===== config.mk =====
export PLATFORM = sky130hd
export DESIGN_NAME = cv32e40p_ff_one_ft_arbiter
export DESIGN_NICKNAME = d
export VERILOG_FILES = /design/src/rtl/cv32e40p_ft_pkg.sv /design/src/rtl/cv32e40p_rr_pick.sv /design/src/rtl/cv32e40p_ff_one_ft_arbiter.sv
export SDC_FILE = /design/constraint.sdc
export NUM_CORES = 1
export LEC_CHECK = 0
export BUFFER_PORTS_ARGS = -buffer_cell sky130_fd_sc_hd__buf_4
export CAP_MARGIN = 40
export CORE_MARGIN = 2
export CORE_UTILIZATION = 40
export CTS_BUF_LIST = sky130_fd_sc_hd__clkbuf_8 sky130_fd_sc_hd__clkbuf_16
export DETAILED_ROUTE_END_ITERATION = 6
export PLACE_DENSITY = 0.84
export SLEW_MARGIN = 15
export SYNTH_ARGS = -nofsm -noshare
export SYNTH_HDL_FRONTEND = slang
export SYNTH_SLANG_ARGS = --single-unit
export TNS_END_PERCENT = 50

===== constraint.sdc =====
create_clock -name clk -period 3.2 [get_ports clk]
set_input_delay 0.64 -clock clk [delete_from_list [all_inputs] [get_ports clk]]
set_output_delay 0.64 -clock clk [all_outputs]
set_load 0.01 [all_outputs]

===== src/rtl/cv32e40p_ft_pkg.sv =====
// Shared types for the fault-tolerant find-first-one arbiter.
// Holds the arbiter FSM encoding and the corrected-error counter width.
package cv32e40p_ft_pkg;

    typedef enum logic [1:0] {
        ARB_IDLE = 2'd0,
        ARB_EXEC = 2'd1,
        ARB_RESP = 2'd2
    } arb_state_e;

    localparam int CORR_CNT_W = 16;

endpackage


===== src/rtl/cv32e40p_rr_pick.sv =====
// Round-robin picker: first set request at or after the pointer, wrapping.
// Ports: i_req (requests), i_ptr (start index) -> o_gnt (one-hot), o_idx, o_valid.
module cv32e40p_rr_pick #(
    parameter int NREQ = 4,
    localparam int IW  = $clog2(NREQ)
) (
    input  logic [NREQ-1:0] i_req,
    input  logic [IW-1:0]   i_ptr,
    output logic [NREQ-1:0] o_gnt,
    output logic [IW-1:0]   o_idx,
    output logic            o_valid
);

    logic [IW:0] w_k;
    logic        w_found;

    always_comb begin
        o_gnt   = '0;
        o_idx   = '0;
        w_found = 1'b0;
        w_k     = '0;
        for (int i = 0; i < NREQ; i++) begin
            // ptr + i stays below 2*NREQ, so one conditional subtract wraps it
            w_k = {1'b0, i_ptr} + (IW+1)'(i);
            if (w_k >= (IW+1)'(NREQ)) begin
                w_k = w_k - (IW+1)'(NREQ);
            end
            if (!w_found && i_req[IW'(w_k)]) begin
                w_found          = 1'b1;
                o_gnt[IW'(w_k)]  = 1'b1;
                o_idx            = IW'(w_k);
            end
        end
    end

    assign o_valid = |i_req;

endmodule


===== src/rtl/cv32e40p_ff_one_ft_arbiter.sv =====
// Shares one TMR find-first-one unit among NREQ requesters, round-robin,
// retrying on uncorrectable voter mismatch up to MAX_RETRY times.
// Ports: req_i/data_i/gnt_o (request side), rvalid_o/rready_i/rid_o/
// first_one_o/no_ones_o/rerr_o (response), ffo_* (shared unit), alarm_o,
// corr_cnt_o. Macro CV32E40P_FF_ONE_ARB_CORR_CNT_EN enables the
// saturating corrected-error counter; otherwise corr_cnt_o is 0.
module cv32e40p_ff_one_ft_arbiter
    import cv32e40p_ft_pkg::*;
#(
    parameter int NREQ      = 4,
    parameter int LEN       = 32,
    parameter int MAX_RETRY = 2,
    localparam int IW       = $clog2(NREQ),
    localparam int RW       = $clog2(LEN)
) (
    input  logic                  clk,
    input  logic                  rst_n,
    input  logic [NREQ-1:0]       req_i,
    input  logic [NREQ*LEN-1:0]   data_i,
    output logic [NREQ-1:0]       gnt_o,
    output logic                  rvalid_o,
    input  logic                  rready_i,
    output logic [IW-1:0]         rid_o,
    output logic [RW-1:0]         first_one_o,
    output logic                  no_ones_o,
    output logic                  rerr_o,
    output logic [LEN-1:0]        ffo_in_o,
    input  logic [RW-1:0]         ffo_first_one_i,
    input  logic                  ffo_no_ones_i,
    input  logic                  ffo_err_corr_i,
    input  logic                  ffo_err_det_i,
    output logic                  alarm_o,
    output logic [CORR_CNT_W-1:0] corr_cnt_o
);

    arb_state_e r_state;
    arb_state_e w_state_nxt;

    logic [IW-1:0]  r_ptr;
    logic [IW-1:0]  r_rid;
    logic [LEN-1:0] r_op;
    logic [2:0]     r_retry;
    logic [RW-1:0]  r_first_one;
    logic           r_no_ones;
    logic           r_rerr;
    logic           r_alarm;

    logic [NREQ-1:0] w_pick_gnt;
    logic [IW-1:0]   w_pick_idx;
    logic            w_pick_vld;
    logic [LEN-1:0]  w_op_sel;
    logic            w_ue;
    logic            w_can_retry;
    logic            w_start;
    logic            w_retry;
    logic            w_done;
    logic            w_hs;

    cv32e40p_rr_pick #(
        .NREQ (NREQ)
    ) u_pick (
        .i_req   (req_i),
        .i_ptr   (r_ptr),
        .o_gnt   (w_pick_gnt),
        .o_idx   (w_pick_idx),
        .o_valid (w_pick_vld)
    );

    always_comb begin
        w_op_sel = '0;
        for (int k = 0; k < NREQ; k++) begin
            if (w_pick_gnt[k]) begin
                w_op_sel = data_i[k*LEN +: LEN];
            end
        end
    end

    // Detected but not corrected by the voter
    assign w_ue        = ffo_err_det_i & ~ffo_err_corr_i;
    assign w_can_retry = int'(r_retry) < MAX_RETRY;

    always_comb begin
        w_state_nxt = r_state;
        gnt_o       = '0;
        w_start     = 1'b0;
        w_retry     = 1'b0;
        w_done      = 1'b0;
        w_hs        = 1'b0;
        unique case (r_state)
            ARB_IDLE: begin
                if (w_pick_vld) begin
                    gnt_o       = w_pick_gnt;
                    w_start     = 1'b1;
                    w_state_nxt = ARB_EXEC;
                end
            end
            ARB_EXEC: begin
                if (w_ue && w_can_retry) begin
                    w_retry = 1'b1;
                end else begin
                    w_done      = 1'b1;
                    w_state_nxt = ARB_RESP;
                end
            end
            ARB_RESP: begin
                if (rready_i) begin
                    w_hs        = 1'b1;
                    w_state_nxt = ARB_IDLE;
                end
            end
            default: begin
                w_state_nxt = ARB_IDLE;
            end
        endcase
    end

    always_ff @(posedge clk or negedge rst_n) begin
        if (!rst_n) begin
            r_state     <= ARB_IDLE;
            r_ptr       <= '0;
            r_rid       <= '0;
            r_op        <= '0;
            r_retry     <= '0;
            r_first_one <= '0;
            r_no_ones   <= 1'b0;
            r_rerr      <= 1'b0;
            r_alarm     <= 1'b0;
        end else begin
            r_state <= w_state_nxt;
            if (w_start) begin
                r_op    <= w_op_sel;
                r_rid   <= w_pick_idx;
                r_retry <= '0;
            end
            if (w_retry) begin
                r_retry <= r_retry + 3'd1;
            end
            if (w_done) begin
                r_first_one <= ffo_first_one_i;
                r_no_ones   <= ffo_no_ones_i;
                r_rerr      <= w_ue;
            end
            if (w_hs) begin
                // Next search starts just past the requester just served
                if (r_rid == IW'(NREQ-1)) begin
                    r_ptr <= '0;
                end else begin
                    r_ptr <= r_rid + 1'b1;
                end
                if (r_rerr) begin
                    r_alarm <= 1'b1;
                end
            end
        end
    end

`ifdef CV32E40P_FF_ONE_ARB_CORR_CNT_EN
    logic [CORR_CNT_W-1:0] r_corr_cnt;

    always_ff @(posedge clk or negedge rst_n) begin
        if (!rst_n) begin
            r_corr_cnt <= '0;
        end else if (r_state == ARB_EXEC && ffo_err_corr_i
                     && r_corr_cnt != '1) begin
            r_corr_cnt <= r_corr_cnt + 1'b1;
        end
    end

    assign corr_cnt_o = r_corr_cnt;
`else
    assign corr_cnt_o = '0;
`endif

    assign ffo_in_o    = r_op;
    assign rvalid_o    = (r_state == ARB_RESP);
    assign rid_o       = r_rid;
    assign first_one_o = r_first_one;
    assign no_ones_o   = r_no_ones;
    assign rerr_o      = r_rerr;
    assign alarm_o     = r_alarm;

endmodule


==> results of run 1 <==
## final timing paths
check	end	slack, ps	depth (start not counted)
max	gnt_o[3]	130	9
min in group clk	alarm_o	500	1
max reg2reg	ffo_in_o[5]	380	9
min reg2reg	alarm_o	500	1
min	ffo_in_o[2]	350	1
max in group asynchronous	r_ptr[0]	2370	1
## cell usage in the layout (no fill, tap or decap), types with 3 or more instances in the layout
| cell type | count |
|---|---|
| inv_1 | 101 |
| a22o_1 | 4 |
| nor2_1 | 8 |
| mux2_2 | 9 |
| o21ai_0 | 5 |
| nand2_1 | 10 |
| dfrtp_1 | 48 |
| and3_1 | 32 |
| nor2b_1 | 6 |
| o221ai_2 | 30 |
| mux4_2 | 4 |
| buf_4 | 209 |
| o221ai_1 | 3 |
| a221o_1 | 32 |
| ha_1 | 9 |
| nand2b_1 | 3 |
| conb_1 | 16 |
| a21oi_1 | 38 |
| clkbuf_8 | 5 |
## cell type report
class	instances	area (um^2)	area share [%]
Tap cell	129	161.4	2.963
Clock buffer	5	68.82	1.263
Inverter	101	379.1	6.959
Clock inverter	3	21.27	0.3904
Sequential cell	49	1227	22.53
Timing Repair Buffer	211	1600	29.38
Multi-Input combinational cell	239	1989	36.52
## metal layers
layer / part of all wire [%] / track usage [%] / wire, um
met1: 38 / 25.87 / 4658
met2: 54 / 43.37 / 6589
met3: 7.5 / 4.241 / 920
met4: 0.78 / 3.692 / 96
met5: 0 / 0 / 0
## state kept, by name, summed over array words and instances (netlist names)
name,flops
alarm_o,1
ffo_in_o,32
first_one_o,5
no_ones_o,1
r_ptr,2
r_retry,3
r_state,2
rerr_o,1
rid_o,2
## through the flow
stage / util, % / power (mW)
after global placement: 57.30 / 5.252
after detailed placement: 57.43 / 5.515
after global routing: 58.68 / 6.360
final: 58.68 / 5.913
after floorplan: - / 4.139
after CTS: 58.53 / 5.924
## worst max-delay path: cells and delay by family (launching register included)
kind / cells / cell delay, ps
fa+ha+maj: 1 / 280
flops: 1 / 380
buf+inv: 4 / 620
mux: 1 / 260
simple gates: 2 / 500
compound gates: 1 / 80
## cells in the mapped netlist (2+ instances only)
cell / n / share of area (%)
nand3b_1: 2 / 0.39
ha_1: 9 / 2.9
nand2b_1: 3 / 0.49
o221ai_2: 30 / 12
mux2_2: 9 / 2.6
mux4_2: 4 / 2.4
inv_1: 101 / 9.9
buf_4: 16 / 3.1
nor4_1: 2 / 0.33
o21ai_0: 5 / 0.65
buf_6: 2 / 0.59
o221ai_1: 3 / 0.69
buf_2: 11 / 1.4
a221o_1: 32 / 8.4
o211ai_1: 2 / 0.39
nor3_1: 3 / 0.39
nor2_1: 10 / 0.98
buf_12: 3 / 1.6
nor2b_1: 6 / 0.98
clkbuf_1: 17 / 1.7
a21oi_1: 38 / 5.0
a22o_1: 4 / 0.91
and3_1: 32 / 5.2
dfrtp_1: 49 / 32
nand2_1: 10 / 0.98
## report_power, final
part           switching [mW]  leakage (nW)  internal (mW)
registers               0.194         0.607          0.925
logic                    2.37          2.33           2.04
clock network           0.221        0.0445          0.156
total                    2.79          2.99           3.12
## cells by family (layout without fill, tap and decap cells)
logic type,Yosys count,count (layout),share of synthesized area [%]
AO/OA/AOI/OAI,125,125,30.39
adder cells (fa/ha/maj),9,9,2.941
buffers and inverters,150,320,18.30
flip-flops,49,49,32.03
multiplexers,14,14,5.262
other,1,16,0.09795
AND/OR/NAND/NOR,75,75,10.98
## repair_timing
item                                    in CTS  in global routing
endpoints found under the setup margin       3                  1
resized for setup                            1                  1
setup buffers                                1                  1
gates cloned                                 0                  0
==> results.py, run 1 <==
metrics = {
    "job": {
        "cap_violations": 0,
    },
    "cells_and_area": {
        "final_nets": 759,
        "n_antenna_cell": 0,
        "layout-drive-gt1-share_pct": 45.23,
        "area.growth.synth_to_final_pct": 42.29,
        "layoutNonFillerInstCount": 737,
        "fillerInstances": 790,
        "final_cell_area_um2": 5448,
    },
    "setup_path": {
        "critPathArrivalTime_ps": 2430,
        "endpoint_required_time_on_the_critical_path_ps": 2560,
        "crit_fanout": 7,
        "crit_path_cell_trace": "inv_1 -> ha_1 -> buf_4 -> mux4_2 -> nor3b_1 -> a211oi_2 -> buf_4 -> nor3_1 -> buf_4",
        "critPathLaunch": "r_ptr[1]",
        "critPathLaunchType": "register",
        "slowest_delay_ps": 380,
        "type_of_the_setup_path_with_the_least_slack": "reg2out",
        "slowest_stage": "dfrtp_1",
        "crit-reg2reg-launch": "r_ptr[1]",
        "timing.critical_path.mode_cell": "buf_4",
        "endpoint_kind": "output pin",
    },
    "clock_tree": {
        "cts.reportedPaths.clkPinSlew_ps": 90,
        "cts.path.max_buffers": 2,
        "numClockSinks": 49,
        "cts-hold-fix-buffers": 0,
        "clock_network_latency_to_the_later_pin_of_the_worst_skew_pair_ps": 300,
        "cts_root_buf": "clkbuf_8",
        "h-tree-depth": 2,
        "cts_inserted_buffers": 5,
        "cts_tree": "built",
    },
    "grt": {
        "grt.overflow.total": 0,
        "antenna_violations_before_repair": 0,
        "first_global_vias": 3882,
        "grt_start_max_net_pins": 50,
        "grtUsageTotal_pct": 22.40,
        "first_pass_grt_wire_length_um": 18550,
    },
    "place": {
        "place_ws_ps": 106.6,
        "detailed_place_hpwl_um": 9406,
        "detailed_place.area_um2": 5331,
        "placed_cells": 727,
        "place.port_buffers": 189,
        "gp_routability_congestion": 0.8236,
    },
    "yosys": {
        "async_flop_share_pct": 100.0,
        "synth_enable_flop_cells": 0,
        "synth-main-ff-cell": "dfrtp_1",
        "synth_cells": 423,
        "synth_seq_area_share_pct": 32.03,
        "ys_ff_latch": 49,
        "synth.cell_area_um2": 3829,
        "synth_cell_types": 45,
        "yosys_warnings": 0,
        "syn_area_per_cell_um2": 9.051,
    },
    "power_and_ir_drop": {
        "leakage_power_summed_over_all_cells_nw": 2.986,
        "pd_cells_nw_per_um2": 1085,
        "max-vdd-ir-drop_mv": 0.8585,
    },
    "route": {
        "vias": 3894,
        "detailedRoute.firstPassIterationCount": 5,
        "wire_per_inst_um": 16.64,
        "drt-vias-per-instance": 5.284,
        "drc_errors": 0,
        "route.final.wire_length_um": 12260,
        "route.antenna.remaining_nets": 0,
        "drt-initial-drc-count": 107,
    },
    "timing": {
        "timing.final.max_slew_violations": 0,
        "max-slew-margin-rel_pct": 56.23,
        "grt_setup_unrepaired": "false",
        "final_min_period_over_clock_period_pct": 95.86,
        "final-hold-violation-count": 0,
        "setup_slack_ps": 132.6,
        "timing.final.crit_period_ps": 3067,
        "hold_ws_ps": 354.4,
        "achievable-frequency_mhz": 326.0,
        "final.setup_skew_ps": 7.430,
        "worst-slew-pin-transition_ps": 655.9,
        "totalNegativeSetupSlack_ps": 0,
        "report.final.setup_viol": 0,
    },
    "floorplan": {
        "start_util_pct": 41.24,
        "pin_count": 206,
        "die-height_um": 101.8,
        "die_area_um2": 10370,
        "die_w_um": 101.8,
        "placeable_core_area_um2": 9284,
        "placementRows": 35,
    },
    "status": {
        "outcome": "finished, final reports clean",
    },
    "min_path": {
        "hold_path.class": "in2async",
    },
}
(Power assumes the default switching activity.)
==> run 2, diff against run 1 <==
Clock period 3.2 ns to 2.81 ns, I/O delays scaled along.
==> results.py, run 2 (synthesis results as in run 1) <==
metrics = {
    "power_and_ir_drop": {
        "max-vdd-ir-drop_mv": 0.5954,
        "totalPowerFinal_mw": 7.583,
        "leakage_power_summed_over_all_cells_nw": 3.181,
        "pd_cells_nw_per_um2": 1297,
    },
    "floorplan": {
        "die_area_um2": 10370,
        "die-height_um": 101.8,
        "die_w_um": 101.8,
        "placeable_core_area_um2": 9284,
        "pin_count": 206,
        "start_util_pct": 41.24,
        "placementRows": 35,
    },
    "timing": {
        "timing.final.crit_period_ps": 2962,
        "hold_ws_ps": 279.2,
        "final.setup_skew_ps": 5.971,
        "final-hold-violation-count": 0,
        "timing.final.max_slew_violations": 0,
        "worst-slew-pin-transition_ps": 648.9,
        "final_min_period_over_clock_period_pct": 105.4,
        "setup_slack_ps": -151.6,
        "grt_setup_unrepaired": "true",
        "achievable-frequency_mhz": 337.7,
        "report.final.setup_viol": 19,
        "max-slew-margin-rel_pct": 56.74,
    },
    "cells_and_area": {
        "layout-drive-gt1-share_pct": 48.74,
        "fillerInstances": 772,
        "finalCoreUtilization_pct": 62.99,
        "n_antenna_cell": 0,
        "final_cell_area_um2": 5848,
        "largest_reg_flops": 32,
        "layout_common_cells": "218 x buf_4, 100 x inv_1, 48 x dfrtp_1",
        "area.growth.synth_to_final_pct": 52.75,
        "footprint_of_the_multi_input_gates_um2": 2074,
        "seqCellArea_um2": 1227,
        "final_nets": 785,
        "layoutNonFillerInstCount": 763,
        "mostFrequentLayoutCell": "buf_4",
    },
    "place": {
        "detailed_place.area_um2": 5482,
        "detailed_place_hpwl_um": 9262,
        "place.port_buffers": 189,
        "placed_cells": 736,
        "gp_routability_congestion": 0.8356,
    },
    "clock_tree": {
        "cts_root_buf": "clkbuf_8",
        "cts_tree": "built",
        "numClockSinks": 49,
        "cts.path.max_buffers": 2,
        "cts_inserted_buffers": 5,
        "clock_network_latency_to_the_later_pin_of_the_worst_skew_pair_ps": 300,
        "h-tree-depth": 2,
        "cts.reportedPaths.clkPinSlew_ps": 100,
    },
    "status": {
        "violations": "negative setup slack",
        "outcome": "finished with violations",
    },
    "setup_path": {
        "slowest_delay_ps": 600,
        "reg2reg_setup_slack_ps": -100,
        "type_of_the_setup_path_with_the_least_slack": "reg2out",
        "crit-reg2reg-launch": "r_ptr[0]",
        "worst_path_dominant_cell_family": "multiplexers",
        "crit_path_cell_trace": "buf_6 -> mux4_2 -> nor2b_4 -> o311a_4 -> buf_12 -> nor2_4 -> buf_6",
        "slowest_stage": "mux4_2",
        "critPathLaunchType": "register",
        "worst_r2r_path_depth": 13,
        "worst-path-buf-inv": 3,
        "timing.rr.end": "ffo_in_o[30]",
        "crit_fanout": 6,
        "endpoint_required_time_on_the_critical_path_ps": 2250,
        "endpoint_kind": "output pin",
        "timing.critical_path.mode_cell": "buf_6",
        "critPathArrivalTime_ps": 2400,
    },
    "grt": {
        "first_pass_grt_wire_length_um": 19000,
        "antenna_violations_before_repair": 0,
        "first_global_vias": 3966,
        "grt_start_max_net_pins": 50,
        "grtUsageTotal_pct": 22.96,
        "grt.overflow.total": 0,
    },
    "min_path": {
        "hold_path.class": "in2async",
    },
    "route": {
        "wire_per_inst_um": 16.72,
        "route.antenna.remaining_nets": 0,
        "drc_errors": 0,
        "detailedRoute.firstPassIterationCount": 4,
        "route.final.wire_length_um": 12760,
        "vias": 3968,
        "drt-vias-per-instance": 5.201,
        "drt-initial-drc-count": 149,
    },
    "job": {
        "cap_violations": 0,
    },
}
-- run 2: cell types whose count changed in the layout (fill, tap and decap cells not counted), moves of 2 or more --
| cell | change |
|---|---|
| buf_4 | +9 |
| a211oi_4 | +2 |
| buf_6 | +11 |
| a211oi_2 | -2 |
| buf_12 | +5 |
-- run 2: per-stage QoR --
| step | setup slack, ps | setup TNS (ps) |
|---|---|---|
| global route | -225.7 | -3565 |
| global placement | -55.65 | -1320 |
| floorplan | -125.2 | -3229 |
| finish | -151.6 | -1334 |
| detailed placement | -50.83 | -62.64 |
| CTS | -152.3 | -393.1 |
-- run 2: per-layer routing --
metal / track usage, % / up-vias / part of all wire [%]
li1: - / 1873 / -
met1: 27.12 / 1905 / 38
met2: 42.05 / 178 / 54
met3: 3.352 / 12 / 6.6
met4: 8.615 / 0 / 1.1
met5: 0 / - / 0
-- run 2: report_power, final --
part | internal [mW] | switching (mW)
Combinational | 2.96 | 2.92
Clock | 0.175 | 0.244
Sequential | 1.05 | 0.231
Total | 4.19 | 3.39
-- run 2: worst max-delay path by stage --
stage | startpoint | endpoint | slack, ps | depth (start not counted)
after floorplan | r_ptr[0] | gnt_o[1] | -130 | 10
after global placement | req_i[2] | ffo_in_o[12] | -60 | 8
after detailed placement | r_ptr[0] | gnt_o[1] | -50 | 8
after CTS | r_ptr[0] | gnt_o[1] | -150 | 7
after global routing | r_ptr[0] | gnt_o[2] | -230 | 10
final | r_ptr[0] | gnt_o[1] | -150 | 7
-- run 2: what timing repair did --
| action | 4_1_cts | 5_1_grt |
|---|---|---|
| gates resized for setup | 7 | 18 |
| buffers inserted | 10 | 9 |
| hold buffers | 0 | 0 |
| pin swaps | 3 | 6 |
| cloned | 0 | 1 |
| endpoints found under the setup margin | 16 | 24 |
| endpoints found under the hold margin | 0 | 0 |
-- run 2: cell type report --
| class | instances | area share [%] |
|---|---|---|
| clock buffer | 5 | 1.177 |
| sequential | 49 | 20.99 |
| tap | 129 | 2.760 |
| inverter | 101 | 6.525 |
| multi-input combinational | 239 | 35.47 |
| timing repair buffer | 237 | 32.78 |
| clock inverter | 3 | 0.2995 |
